[config.mk]
export PLATFORM = sky130hd
export DESIGN_NAME = gd_vector_timer
export DESIGN_NICKNAME = d
export VERILOG_FILES = /design/src/rtl/gdt_pkg.sv /design/src/rtl/gdt_elem_update.sv /design/src/rtl/gd_vector_timer.sv
export SDC_FILE = /design/constraint.sdc
export NUM_CORES = 2
export LEC_CHECK = 0
export ABC_AREA = 1
export CAP_MARGIN = 5
export CORE_ASPECT_RATIO = 0.5
export CORE_MARGIN = 5
export CORE_UTILIZATION = 54
export CTS_BUF_LIST = sky130_fd_sc_hd__clkbuf_8
export CTS_CLUSTER_DIAMETER = 120
export CTS_CLUSTER_SIZE = 8
export DETAILED_ROUTE_END_ITERATION = 16
export PLACE_DENSITY_LB_ADDON = 0.2
export SLEW_MARGIN = 20
export SYNTH_ARGS = -nofsm -noshare
export SYNTH_HDL_FRONTEND = slang
export SYNTH_SLANG_ARGS = --single-unit
[constraint.sdc]
create_clock -name clk -period 12.9 [get_ports clk]
set_clock_uncertainty 0.05 [all_clocks]
set_input_delay 3.87 -clock clk [delete_from_list [all_inputs] [get_ports clk]]
set_output_delay 3.87 -clock clk [all_outputs]
set_load 0.01 [all_outputs]
[src/rtl/gdt_pkg.sv]
// Shared types and helpers for the gd_vector_timer gradient-descent engine.
// Optional clamping of x updates is enabled by defining GDT_SATURATE_EN.
package gdt_pkg;

    typedef enum logic [1:0] {
        ST_IDLE,
        ST_RUN,
        ST_CHECK,
        ST_DONE
    } state_t;

    localparam int OPS_PER_ELEM = 4;

    // Wide scratch width for the helpers; covers the 2W+3-bit update path for W up to 64.
    localparam int GDT_WIDE = 132;

    typedef logic signed [GDT_WIDE-1:0] wide_t;

    function automatic wide_t sat_wide(input wide_t v, input int w);
        wide_t one;
        wide_t hi;
        wide_t lo;
        one = wide_t'(1);
        hi  = (one <<< (w - 1)) - one;
        lo  = -hi - one;
        if (v > hi)
            return hi;
        else if (v < lo)
            return lo;
        else
            return v;
    endfunction

    function automatic wide_t abs_wide(input wide_t v);
        return (v < 0) ? -v : v;
    endfunction

endpackage

[src/rtl/gdt_elem_update.sv]
// Combinational single-element descent step: x_next = x - ((lr * 2(x - t)) >>> FRAC_BITS), plus |g|.
// Defining GDT_SATURATE_EN clamps x_next to the signed W-bit range instead of wrapping.
module gdt_elem_update
    import gdt_pkg::*;
#(
    parameter int W         = 32,
    parameter int FRAC_BITS = 16
) (
    input  logic signed [W-1:0] x,
    input  logic signed [W-1:0] t,
    input  logic        [W-1:0] lr,
    output logic signed [W-1:0] x_next,
    output logic        [W+1:0] g_abs
);

    localparam int PW = 2 * W + 2;

    logic signed [W:0]    d;
    logic signed [W+1:0]  g;
    logic signed [W:0]    lr_s;
    logic signed [PW-1:0] p;
    logic signed [PW-1:0] s;
    wide_t                diff_wide;
    wide_t                res_wide;
    wide_t                g_wide;

    // NOTE: every variable is assigned on every pass through always_comb, so no latch is inferred.
    always_comb begin
        d         = $signed({x[W-1], x}) - $signed({t[W-1], t});
        g         = $signed({d, 1'b0});
        lr_s      = $signed({1'b0, lr});
        // lr < 2^W and |g| <= 2^(W+1), so the product always fits 2W+2 signed bits.
        p         = PW'(lr_s) * PW'(g);
        s         = p >>> FRAC_BITS;
        diff_wide = wide_t'(x) - wide_t'(s);
`ifdef GDT_SATURATE_EN
        res_wide  = sat_wide(diff_wide, W);
`else
        res_wide  = diff_wide;
`endif
        x_next    = res_wide[W-1:0];
        g_wide    = abs_wide(wide_t'(g));
        g_abs     = g_wide[W+1:0];
    end

endmodule

[src/rtl/gd_vector_timer.sv]
// N-dimensional gradient-descent engine with cycle/iteration/operation counters.
// Define GDT_SATURATE_EN to clamp x updates to the W-bit signed range (default wraps).
module gd_vector_timer
    import gdt_pkg::*;
#(
    parameter  int W         = 32,
    parameter  int FRAC_BITS = 16,
    parameter  int N_DIM     = 4,
    localparam int AW        = (N_DIM > 1) ? $clog2(N_DIM) : 1
) (
    input  logic          clk,
    input  logic          rst_n,
    input  logic          start,
    input  logic [W-1:0]  lr,
    input  logic [W:0]    threshold,
    input  logic [31:0]   max_iter,
    input  logic          wr_en,
    input  logic          wr_sel,
    input  logic [AW-1:0] wr_addr,
    input  logic [W-1:0]  wr_data,
    input  logic [AW-1:0] rd_addr,
    output logic [W-1:0]  rd_data,
    output logic          busy,
    output logic          done,
    output logic          converged,
    output logic [31:0]   iter_count,
    output logic [31:0]   cycle_count,
    output logic [31:0]   ops_count
);

    state_t              state;
    logic [AW-1:0]       idx;
    logic signed [W-1:0] init_bank [N_DIM];
    logic signed [W-1:0] tgt_bank  [N_DIM];
    logic signed [W-1:0] x_work    [N_DIM];
    logic [W-1:0]        lr_q;
    logic [W:0]          thr_q;
    logic [31:0]         max_iter_q;
    logic [W+1:0]        max_g;

    logic signed [W-1:0] x_next;
    logic [W+1:0]        g_abs;
    logic                idle_like;
    logic                last_idx;
    logic [31:0]         iter_next;

    assign idle_like = (state == ST_IDLE) || (state == ST_DONE);
    assign last_idx  = (idx == AW'(N_DIM - 1));
    assign iter_next = iter_count + 32'd1;

    gdt_elem_update #(
        .W         (W),
        .FRAC_BITS (FRAC_BITS)
    ) u_elem (
        .x      (x_work[idx]),
        .t      (tgt_bank[idx]),
        .lr     (lr_q),
        .x_next (x_next),
        .g_abs  (g_abs)
    );

    always_comb begin
        rd_data = '0;
        if (int'(rd_addr) < N_DIM)
            rd_data = x_work[rd_addr];
    end

    // NOTE: sequential state uses non-blocking assignments so every register samples pre-edge values.
    always_ff @(posedge clk or negedge rst_n) begin
        if (!rst_n) begin
            // NOTE: the banks and working vector are reset explicitly because a reset must leave no stale data.
            for (int i = 0; i < N_DIM; i++) begin
                init_bank[i] <= '0;
                tgt_bank[i]  <= '0;
                x_work[i]    <= '0;
            end
            state       <= ST_IDLE;
            idx         <= '0;
            lr_q        <= '0;
            thr_q       <= '0;
            max_iter_q  <= '0;
            max_g       <= '0;
            busy        <= 1'b0;
            done        <= 1'b0;
            converged   <= 1'b0;
            iter_count  <= '0;
            cycle_count <= '0;
            ops_count   <= '0;
        end else begin
            if (wr_en && idle_like && (int'(wr_addr) < N_DIM)) begin
                if (wr_sel)
                    tgt_bank[wr_addr] <= wr_data;
                else
                    init_bank[wr_addr] <= wr_data;
            end

            case (state)
                ST_IDLE, ST_DONE: begin
                    if (start) begin
                        x_work      <= init_bank;
                        lr_q        <= lr;
                        thr_q       <= threshold;
                        max_iter_q  <= max_iter;
                        max_g       <= '0;
                        idx         <= '0;
                        converged   <= 1'b0;
                        iter_count  <= '0;
                        cycle_count <= '0;
                        ops_count   <= '0;
                        if (max_iter == 32'd0) begin
                            state <= ST_DONE;
                            done  <= 1'b1;
                            busy  <= 1'b0;
                        end else begin
                            state <= ST_RUN;
                            done  <= 1'b0;
                            busy  <= 1'b1;
                        end
                    end
                end

                ST_RUN: begin
                    x_work[idx] <= x_next;
                    if (g_abs > max_g)
                        max_g <= g_abs;
                    ops_count   <= ops_count + 32'(OPS_PER_ELEM);
                    cycle_count <= cycle_count + 32'd1;
                    if (last_idx)
                        state <= ST_CHECK;
                    else
                        idx <= idx + AW'(1);
                end

                ST_CHECK: begin
                    cycle_count <= cycle_count + 32'd1;
                    iter_count  <= iter_next;
                    // Convergence uses the pre-update gradients of the sweep just finished.
                    if (max_g < {1'b0, thr_q}) begin
                        state     <= ST_DONE;
                        done      <= 1'b1;
                        busy      <= 1'b0;
                        converged <= 1'b1;
                    end else if (iter_next == max_iter_q) begin
                        state     <= ST_DONE;
                        done      <= 1'b1;
                        busy      <= 1'b0;
                        converged <= 1'b0;
                    end else begin
                        max_g <= '0;
                        idx   <= '0;
                        state <= ST_RUN;
                    end
                end

                default: begin
                    state <= ST_IDLE;
                    busy  <= 1'b0;
                    done  <= 1'b0;
                end
            endcase
        end
    end

endmodule
==> run_results.csv <==
group,metric,value,unit
synthesis,synth_top_area_share,25.2,%
worst_hold_path,min_path_type,"flop to flop",
sta,tightest_slew,1150,ps
synthesis,ys.warnings.count,0,
global_routing,grt_max_degree,171,
worst_setup_path,cp-start-kind,"flop",
floorplan,die_w,489,um
worst_hold_path,min_path_cells,1,
layout,fill_cells,10357,
synthesis,netlist_area,62000,sq um
route,wire_per_inst,21.4,um
cts,cts_tree,"done",
sta,rsz0062_at_grt,"false",
synthesis,synth-seq-cells,615,
layout,multi_input_area,40100,sq um
route,ant_nets,0,
cts,cts.sinks,615,
worst_setup_path,path_buf_inv,9,
cts,path_clk_slew,80,ps
synthesis,avgSynthCellArea,7.81,sq um
cts,cts-root-buf,"clkbuf_8",
route,firstDrtPassIters,8,
worst_hold_path,min-delay-start,"ops_count[31]$_DFFE_PN0P_",
worst_setup_path,arrival,13020,ps
worst_setup_path,critical_path_class,"flop to flop",
synthesis,synth-edff-count,0,
global_routing,grt_pass1_vias,54027,
synthesis,synth-async-reset-ratio,100,%
worst_setup_path,reg2reg_from,"idx[1]$_DFFE_PN0P_",
run,maxCapViolations,0,
floorplan,start_util,54.7,%
synthesis,synth_ff_type,"dfrtp_1",
global_routing,grtUsageTotal,33.8,%
placement,portBuffers,266,
cts,htreeDepth,3,
synthesis,ys_seq_area_share,24.8,%
route,avgViaCountPerCell,5.66,
worst_setup_path,cp_max_fo,20,
sta,hold_viol,0,
synthesis,synth.most_common_cell,"nand2_1",
sta,period_share,95.5,%
global_routing,grt_pass1_wl,317000,um
sta,setup_viol,0,
global_routing,antenna_found_initial,7,
worst_setup_path,crit_slowest_cell,"nand2_1",
layout,final_nets,9359,
placement,dp_hpwl,153000,um
worst_setup_path,reg2reg_to,"x_work[95]$_DFFE_PN0P_",
worst_hold_path,holdPathEnd,"ops_count[31]$_DFFE_PN0P_",
route,drtIter0Drc,4759,
cts,cts_buffers,86,
worst_setup_path,reg2reg_slack,590,ps
synthesis,ys_types,63,
synthesis,synth_common_cells,"nand2_1 (1765), inv_1 (1351), nor2_1 (901)",
layout,seqCellArea,15400,sq um
worst_setup_path,worst_path_most_repeated_cell,"nand2_1",
worst_setup_path,critical_path.top_delay_family,"adder cells",
floorplan,core,113000,sq um
floorplan,die_h,250,um
cts,clk_latency,960,ps
synthesis,synth_top_area_cell,"fa_1",
route,drt_wl_total,206000,um
layout,drive_above_1_share,4.58,%
sta,tns,0,ps
synthesis,syn_inst,7939,
floorplan,fp-row-count,87,
sta,relSlewSlack,23.1,%
worst_setup_path,critPathCaptureType,"flop",
placement,place_congestion,0.992,
sta,min_period,12310,ps
sta,slew_viol_final,0,
worst_setup_path,cp_data_required_time,13600,ps
layout,area_growth,9.62,%
cts,cts_max_path_buffers,3,
global_routing,overflow,0,
run_status,outcome,"completed",
worst_setup_path,rr_worst_depth,48,
synthesis,ys_top_cells_by_area,"fa_1 (25%), dfrtp_1 (25%), nand2_1 (11%), inv_1 (8.2%), ha_1 (6.7%)",
floorplan,die_area,122000,sq um
worst_setup_path,worst_path_largest_cell_delay,710,ps
route,via_count,54493,
sta,fmax,81.2,MHz
route,drc,0,
floorplan,ios,269,
==> worst register-to-register path: cells and delay by family, from the launching register on <==
family                   cells  cell delay, ps
adder cells (fa/ha/maj)     11            5180
buffers and inverters        9            1350
XOR/XNOR                     2             330
flip-flops                   1             530
AO/OA/AOI/OAI                8            1980
AND/OR/NAND/NOR             18            2790
==> layer usage <==
| metal | up-vias | track usage (%) | share of wire, % | wire length (um) |
|---|---|---|---|---|
| li1 | 24748 | - | - | - |
| met2 | 2834 | 50.0 | 42 | 87200 |
| met5 | - | 0 | 0.039 | 80 |
| met4 | 8 | 12.8 | 4.2 | 8630 |
| met3 | 510 | 13.6 | 14 | 28200 |
| met1 | 26393 | 44.9 | 40 | 82200 |
==> flip-flops by register name (all words and copies together) (netlist names) <==
register / cells
thr_q: 33
tgt_bank: 128
x_work: 128
idx: 2
cycle_count: 32
max_g: 33
busy: 1
max_iter_q: 32
converged: 1
done: 1
ops_count: 30
iter_count: 32
init_bank: 128
lr_q: 32
state: 2
==> timing repair <==
action / CTS / global route
hold buffers: 0 / 0
resized for setup: 0 / 3
setup buffers: 0 / 4
setup endpoints to repair: 0 / 11
==> area by class of cell <==
type                    instances  share of cell area, %
diodes                          4                 0.0147
clock buffers                  86                   1.74
clock inverters                 9                  0.245
inverters                    1387                   7.68
multi-input cells            5578                   59.0
flip-flops and latches        615                   22.6
well taps                    1513                   2.78
repair buffers                439                   5.92
==> cell families (layout without fill, tap and decap cells) <==
| group | after synthesis | in the layout | synth area share (%) |
|---|---|---|---|
| and+or+nand+nor | 3028 | 3028 | 19.5 |
| buffers and inverters | 1747 | 1921 | 10.6 |
| AOI/OAI and AO/OA | 1283 | 1283 | 11.0 |
| adders and majority gates | 1114 | 1114 | 31.9 |
| DFF | 615 | 615 | 24.8 |
| xor gates and xnor gates | 148 | 148 | 2.10 |
| muxes | 3 | 3 | 0.0484 |
| other | 1 | 6 | 0.00605 |
==> cells in the final DEF (no fill, tap or decap), types with 23 or more instances in the layout <==
cell and count:
a21oi_1 444, buf_4 168, clkbuf_8 86, clkdlybuf4s50_1 264, clkinv_1 25, dfrtp_1 613, fa_1 780, ha_1 334
inv_1 1342, nand2_1 1758, nand3_1 154, nand4_1 44, nor2_1 899, nor3_1 57, nor4_1 23, o21ai_0 638
o22ai_1 83, xnor2_1 45, xor2_1 102
==> how the worst max path moves through the flow <==
| stage | startpoint | to | slack (ps) | cells after the start |
|---|---|---|---|---|
| final | idx[1]$_DFFE_PN0P_ | x_work[95]$_DFFE_PN0P_ | 590 | 48 |
| after global routing | idx[1]$_DFFE_PN0P_ | x_work[95]$_DFFE_PN0P_ | 2 | 52 |
| after CTS | idx[0]$_DFFE_PN0P_ | x_work[95]$_DFFE_PN0P_ | 670 | 49 |
| after detailed placement | idx[0]$_DFFE_PN0P_ | x_work[127]$_DFFE_PN0P_ | 760 | 49 |
| after floorplan | idx[1]$_DFFE_PN0P_ | x_work[127]$_DFFE_PN0P_ | 2090 | 55 |
| after global placement | idx[0]$_DFFE_PN0P_ | x_work[127]$_DFFE_PN0P_ | 850 | 49 |
==> metrics by stage <==
stage	cells	setup WS, ps	hold slack [ps]	cell area [sq um]	util [%]
after floorplan	7940	2090	398	62000	-
after global placement	9528	850	411	66600	58.7
after detailed placement	9528	758	418	66600	58.7
after CTS	9623	669	423	67900	59.9
after global routing	9629	1.76	447	68000	60.0
final	9631	586	428	68000	60.0
Power is left out: the tool's default activity adds up to more than one toggle a clock period on the data nets, which glitch-free logic cannot reach.
